--- src/rtl/phase_diff.sv ---
// phase_diff: wrapped phase difference between consecutive angle samples
// (instantaneous frequency) plus a sliding-window average of that difference.
module phase_diff #(
  parameter int unsigned ANGLEBITSIZE = 19,
  parameter int unsigned FRACBITS     = 10,
  parameter int unsigned PI_Q         = 3217,
  parameter int unsigned AVGLOG2      = 3
) (
  input  logic                    clock,
  input  logic                    reset,
  input  logic                    clear,
  input  logic                    angle_valid,
  input  logic [ANGLEBITSIZE-1:0] angle,
  output logic                    freq_valid,
  output logic [ANGLEBITSIZE-1:0] freq,
  output logic                    avg_valid,
  output logic [ANGLEBITSIZE-1:0] avg_freq
);

  localparam int unsigned W  = ANGLEBITSIZE;
  localparam int unsigned DW = ANGLEBITSIZE + 1;
  localparam int unsigned SW = ANGLEBITSIZE + AVGLOG2;
  localparam int unsigned N  = 1 << AVGLOG2;
  localparam int unsigned CW = AVGLOG2 + 1;

  localparam logic signed [DW-1:0] PI_D     = DW'(PI_Q);
  localparam logic signed [DW-1:0] NEG_PI_D = -PI_D;
  localparam logic signed [DW-1:0] TWO_PI_D = DW'(2 * PI_Q);

  // pi needs a sign bit and two integer bits on top of the fraction
  if (FRACBITS + 3 > ANGLEBITSIZE) begin : g_fmt_check
    $error("phase_diff: FRACBITS too large for ANGLEBITSIZE");
  end

  typedef enum logic {
    EMPTY = 1'b0,
    RUN   = 1'b1
  } state_t;

  state_t state_q, state_d;
  logic   take_prev;
  logic   emit_freq;

  logic signed [W-1:0]  angle_s;
  logic signed [W-1:0]  prev_q;
  logic signed [DW-1:0] diff_raw;
  logic [W-1:0]         freq_d;

  logic signed [W-1:0]  freq_s;
  logic signed [W-1:0]  hist_q [N];
  logic [AVGLOG2-1:0]   ptr_q;
  logic [CW-1:0]        fill_q;
  logic [CW-1:0]        fill_nx;
  logic signed [SW-1:0] sum_q;
  logic signed [SW-1:0] sum_d;

  assign angle_s = angle;
  assign freq_s  = freq;

  // State register
  always_ff @(posedge clock or negedge reset) begin
    if (!reset) state_q <= EMPTY;
    else        state_q <= state_d;
  end

  // Next state: first sample only primes prev, later samples emit a delta; clear wins
  always_comb begin
    state_d   = state_q;
    take_prev = 1'b0;
    emit_freq = 1'b0;
    if (clear) begin
      state_d = EMPTY;
    end else if (angle_valid) begin
      take_prev = 1'b1;
      emit_freq = (state_q == RUN);
      state_d   = RUN;
    end
  end

  // Raw difference one bit wider, folded back into [-pi, pi]
  always_comb begin
    diff_raw = DW'(angle_s) - DW'(prev_q);
    if (diff_raw > PI_D)          freq_d = W'(diff_raw - TWO_PI_D);
    else if (diff_raw < NEG_PI_D) freq_d = W'(diff_raw + TWO_PI_D);
    else                          freq_d = W'(diff_raw);
  end

  // Frequency stage: previous angle and registered delta
  always_ff @(posedge clock or negedge reset) begin
    if (!reset) begin
      prev_q     <= '0;
      freq       <= '0;
      freq_valid <= 1'b0;
    end else begin
      freq_valid <= emit_freq;
      if (take_prev) prev_q <= angle_s;
      if (emit_freq) freq   <= freq_d;
    end
  end

  // Running sum replaces the oldest window entry with the newest delta
  always_comb begin
    sum_d   = sum_q + SW'(freq_s) - SW'(hist_q[ptr_q]);
    fill_nx = (fill_q == CW'(N)) ? fill_q : fill_q + CW'(1);
  end

  // Averaging stage: consumes each freq strobe one cycle later
  always_ff @(posedge clock or negedge reset) begin
    if (!reset) begin
      for (int unsigned i = 0; i < N; i++) hist_q[i] <= '0;
      ptr_q     <= '0;
      fill_q    <= '0;
      sum_q     <= '0;
      avg_valid <= 1'b0;
      avg_freq  <= '0;
    end else if (clear) begin
      for (int unsigned i = 0; i < N; i++) hist_q[i] <= '0;
      ptr_q     <= '0;
      fill_q    <= '0;
      sum_q     <= '0;
      avg_valid <= 1'b0;
    end else begin
      avg_valid <= 1'b0;
      if (freq_valid) begin
        hist_q[ptr_q] <= freq_s;
        ptr_q         <= ptr_q + AVGLOG2'(1);
        fill_q        <= fill_nx;
        sum_q         <= sum_d;
        if (fill_nx == CW'(N)) begin
          avg_valid <= 1'b1;
          avg_freq  <= W'(sum_d >>> AVGLOG2);
        end
      end
    end
  end

endmodule

--- config.mk ---
export PLATFORM = sky130hd
export DESIGN_NAME = phase_diff
export DESIGN_NICKNAME = d
export VERILOG_FILES = /design/src/rtl/phase_diff.sv
export SDC_FILE = /design/constraint.sdc
export NUM_CORES = 1
export LEC_CHECK = 0
export ABC_AREA = 1
export BUFFER_PORTS_ARGS = -buffer_cell sky130_fd_sc_hd__buf_2
export CAP_MARGIN = 20
export CORE_AREA = 2 2 180 182
export CTS_CLUSTER_SIZE = 30
export DETAILED_ROUTE_END_ITERATION = 12
export DIE_AREA = 0 0 182 184
export HOLD_SLACK_MARGIN = 0.02
export MAX_ROUTING_LAYER = met4
export PLACE_DENSITY = 0.63
export SYNTH_ARGS = -nofsm -noshare
export SYNTH_HDL_FRONTEND = slang
export SYNTH_SLANG_ARGS = --single-unit
--- constraint.sdc ---
create_clock -name clock -period 7 [get_ports clock]
set_input_delay 0.35 -clock clock [delete_from_list [all_inputs] [get_ports clock]]
set_output_delay 0.35 -clock clock [all_outputs]
set_load 0.02 [all_outputs]
==> impl_metrics.json <==
{
  "synthAdderAreaFrac_pct": 7.35,
  "vias_per_cell": 5.42,
  "yosysTopAreaCellShare_pct": 43.1,
  "die_area_sq_mm": 0.0335,
  "fill_cells": 3038,
  "drc": 0,
  "rsz0062_at_grt": "false",
  "crit_chain": "inv_1 -> nor3_2 -> inv_1 -> o22ai_1 -> a21oi_1 -> o2111ai_1 -> fa_1 -> inv_1 -> ha_1 -> a21oi_1 -> o21ai_0 -> a21oi_1 -> o21ai_0 -> a21boi_0 -> o21bai_1 -> nand2_1 -> nand2_1 -> or2_2 -> nand3_1 -> o21ai_0",
  "fin_crit_ps": 4850,
  "dr_total_vias": 12200,
  "gp_congestion": 0.929,
  "finalNonFillerCells": 2254,
  "power_leakage_nw": 7.68,
  "start_kind": "register",
  "clockRootBuffer": "clkbuf_16",
  "io_pins": 63,
  "synthCells": 1783,
  "crit_required_ps": 7420,
  "die_y_um": 184,
  "dr.first_iter.drc_count": 887,
  "cp_max_fo": 12,
  "synthDistinctLibCells": 46,
  "synth-compound-area-share_pct": 15.3,
  "firstDrtPassIters": 5,
  "routed_wl_um": 38500,
  "syn_area_per_cell_sq_um": 7.85,
  "endpoint_kind": "register",
  "hold_viol": 0,
  "max_stage_delay_ps": 580,
  "yosysSeqAreaShare_pct": 43.1,
  "grt_max_degree": 129,
  "drive_gt1_share_pct": 10.3,
  "max_freq_ghz": 0.206,
  "cp.arrival_ps": 5270,
  "internal-power_mw": 3.09,
  "max-slew-margin-rel_pct": 37.7,
  "grt_pass1_wl_um": 62900,
  "clockPowerShare_pct": 26.3,
  "clock_sinks": 241,
  "maxCapViolations": 0,
  "clkTransAtPathRegs_ps": 60,
  "synth_largest_area_cell": "dfrtp_1",
  "slew_violations": 0,
  "synth_flop_cell": "dfrtp_1",
  "setup_viol": 0,
  "criticalPathCategory": "register to register",
  "synth-edff-count": 0,
  "hold_class": "input port to register",
  "cts_tree": "done",
  "numCtsBuffers": 28,
  "powerDensity_mw_per_mm2": 342,
  "dp.cells": 2199,
  "fin_setup_tns_ps": 0,
  "synthMuxAreaShare_pct": 0,
  "fp.dieW_um": 182,
  "synth_top_family_by_area": "simple AND/OR/NAND/NOR gates",
  "clkLatencyLatePin_ps": 580,
  "synthTopCellsByArea": "dfrtp_1 (43%), nand2_1 (11%), inv_1 (7.5%)",
  "synth_warnings": 0,
  "status": "complete, no violations",
  "worst_slew_pin_slew_ps": 934,
  "post_cts_resized": 0,
  "cts_max_level": 1,
  "synthSimpleGateAreaFrac_pct": 22.9,
  "slowest_stage": "nor3_2",
  "grt_antenna_before_repair": 0,
  "swShare_pct": 42.3,
  "fin_skew_ps": 37.3,
  "rows": 65,
  "io_buffers": 62,
  "combPwrFrac_pct": 43.9,
  "finalNetCount": 1925,
  "coreArea_sq_mm": 0.0314,
  "grt_overflow_total": 0,
  "ys_ff_latch": 241,
  "grt_pass1_vias": 11900,
  "ant_nets": 0,
  "areaGrowthSynthToFinish_pct": 12.0,
  "syn_area_sq_mm": 0.0140,
  "grt_use_total_pct": 24.2,
  "wl_per_cell_um": 17.1,
  "finalCritPeriodShare_pct": 69.3,
  "synth-xor-area-share_pct": 1.56,
  "syn_nets": 1875,
  "cts_buffer_depth": 3,
  "n_antenna_cell": 0,
  "post-dp-hpwl_um": 27900,
  "p_sw_mw": 2.27,
  "async_flop_share_pct": 100,
  "ir_drop_mv": 0.208,
  "start_util_pct": 44.6,
  "pwr-share-seq_pct": 29.8
}
cell families (layout without fill, tap and decap cells):
| kind of cell | count (synthesis) | after routing |
|---|---|---|
| and+or+nand+nor | 728 | 728 |
| AOI/OAI and AO/OA | 362 | 362 |
| buffers and inverters | 358 | 427 |
| DFF | 241 | 241 |
| adders and majority gates | 69 | 69 |
| xor gates and xnor gates | 25 | 25 |
per-layer routing:
layer / up-vias / wire, um / part of all wire (%) / global-route usage, %
met1: 5809 / 17300 / 45 / 31.5
met3: 82 / 2380 / 6.2 / 4.02
li1: 5989 / - / - / -
met2: 335 / 17400 / 45 / 38.4
met5: - / 0 / 0 / -
met4: 0 / 1420 / 3.7 / 8.42
power groups by stage:
stage,Combinational [mW],Clock (mW),Sequential [mW]
final,2.35,1.41,1.60
after global routing,2.68,1.49,1.61
after CTS,2.35,1.44,1.60
after detailed placement,2.33,0,1.63
after global placement,2.32,0,1.62
after floorplan,1.69,0,1.62
state kept, by name (all words and copies together), names as in the netlist, 3 cells and up:
register  cells
avg_freq     19
fill_q        4
freq         19
hist_q      152
prev_q       19
ptr_q         3
sum_q        22
cell usage in the layout, fill, tap and decap left out, types with 3 or more instances in the layout:
| cell type | netlist | routed |
|---|---|---|
| clkbuf_16 | 0 | 28 |
| ha_1 | 47 | 47 |
| o21ai_0 | 143 | 143 |
| dfrtp_1 | 241 | 241 |
| a21o_1 | 3 | 3 |
| nor2_2 | 5 | 6 |
| xor2_1 | 15 | 15 |
| buf_8 | 0 | 4 |
| clkbuf_1 | 48 | 5 |
| nand2_2 | 24 | 24 |
| nor3_1 | 9 | 9 |
| buf_4 | 0 | 12 |
| nand4_1 | 19 | 19 |
| o21ai_1 | 4 | 4 |
| a21oi_2 | 3 | 3 |
| nor2_1 | 60 | 59 |
| nor3_2 | 5 | 5 |
| a21oi_1 | 42 | 42 |
| o22ai_1 | 117 | 117 |
| a221oi_1 | 17 | 17 |
| clkbuf_8 | 0 | 8 |
| o2111ai_1 | 12 | 12 |
| nand3_2 | 4 | 4 |
| inv_2 | 15 | 16 |
| nand3_1 | 165 | 165 |
| buf_2 | 3 | 61 |
| nand2_1 | 422 | 422 |
| clkinv_2 | 0 | 4 |
| a22oi_1 | 13 | 13 |
| inv_1 | 279 | 279 |
| fa_1 | 22 | 22 |
| xnor2_1 | 10 | 10 |
cell usage after synthesis (3+ instances only):
library cell,n
nand2_1,422
inv_1,279
dfrtp_1,241
nand3_1,165
o21ai_0,143
o22ai_1,117
nor2_1,60
clkbuf_1,48
ha_1,47
a21oi_1,42
nand2_2,24
fa_1,22
nand4_1,19
a221oi_1,17
inv_2,15
xor2_1,15
a22oi_1,13
o2111ai_1,12
xnor2_1,10
nor3_1,9
buf_1,8
nor2_2,5
nor3_2,5
nand3_2,4
o21ai_1,4
a21o_1,3
a21oi_2,3
buf_2,3
metrics by stage:
stage	hold slack [ps]	area, sq um	utilization (%)	power (mW)	setup WS [ps]
final	27.9	15700	49.9	5.36	2150
after CTS	20.3	15600	49.7	5.39	2270
after floorplan	54.4	14000	-	3.32	3060
after detailed placement	461	14700	46.8	3.96	2270
after global placement	454	14700	46.8	3.94	2430
after global routing	34.0	15700	49.9	5.78	1750
final cells by class:
type | instances | area [sq um] | area share [%]
inverters | 297 | 1120 | 7.14
clock inverters | 8 | 73.8 | 0.471
flip-flops and latches | 241 | 6030 | 38.5
multi-input cells | 1184 | 6600 | 42.1
clock buffers | 41 | 830 | 5.29
repair buffers | 81 | 523 | 3.34
well taps | 402 | 503 | 3.21
worst paths after layout:
check	endpoint	slack, ps	depth (start not counted)	from
max in group asynchronous	freq[4]$_DFFE_PN0P_	5400	3	reset
min in group asynchronous	hist_q[69]$_DFFE_PN0P_	450	2	reset
min reg2reg	avg_freq[2]$_DFFE_PN0P_	470	2	avg_freq[2]$_DFFE_PN0P_
max reg2reg	sum_q[17]$_DFFE_PN0P_	2150	20	ptr_q[2]$_DFFE_PN0P_
min	prev_q[15]$_DFFE_PN0P_	30	3	angle[15]
max	sum_q[17]$_DFFE_PN0P_	2150	20	ptr_q[2]$_DFFE_PN0P_
what timing repair did:
item | CTS | global route
buffers inserted | 0 | 0
hold buffers | 2 | 0
endpoints found under the hold margin | 114 | 0
worst max-delay path: cells and delay by family (launching register included):
| kind | cells | cell delay (ps) |
|---|---|---|
| compound gates | 10 | 1860 |
| fa+ha+maj | 2 | 750 |
| buf+inv | 3 | 610 |
| flops | 1 | 400 |
| simple gates | 5 | 1080 |
No activity file was read; power rests on OpenSTA's default activity.
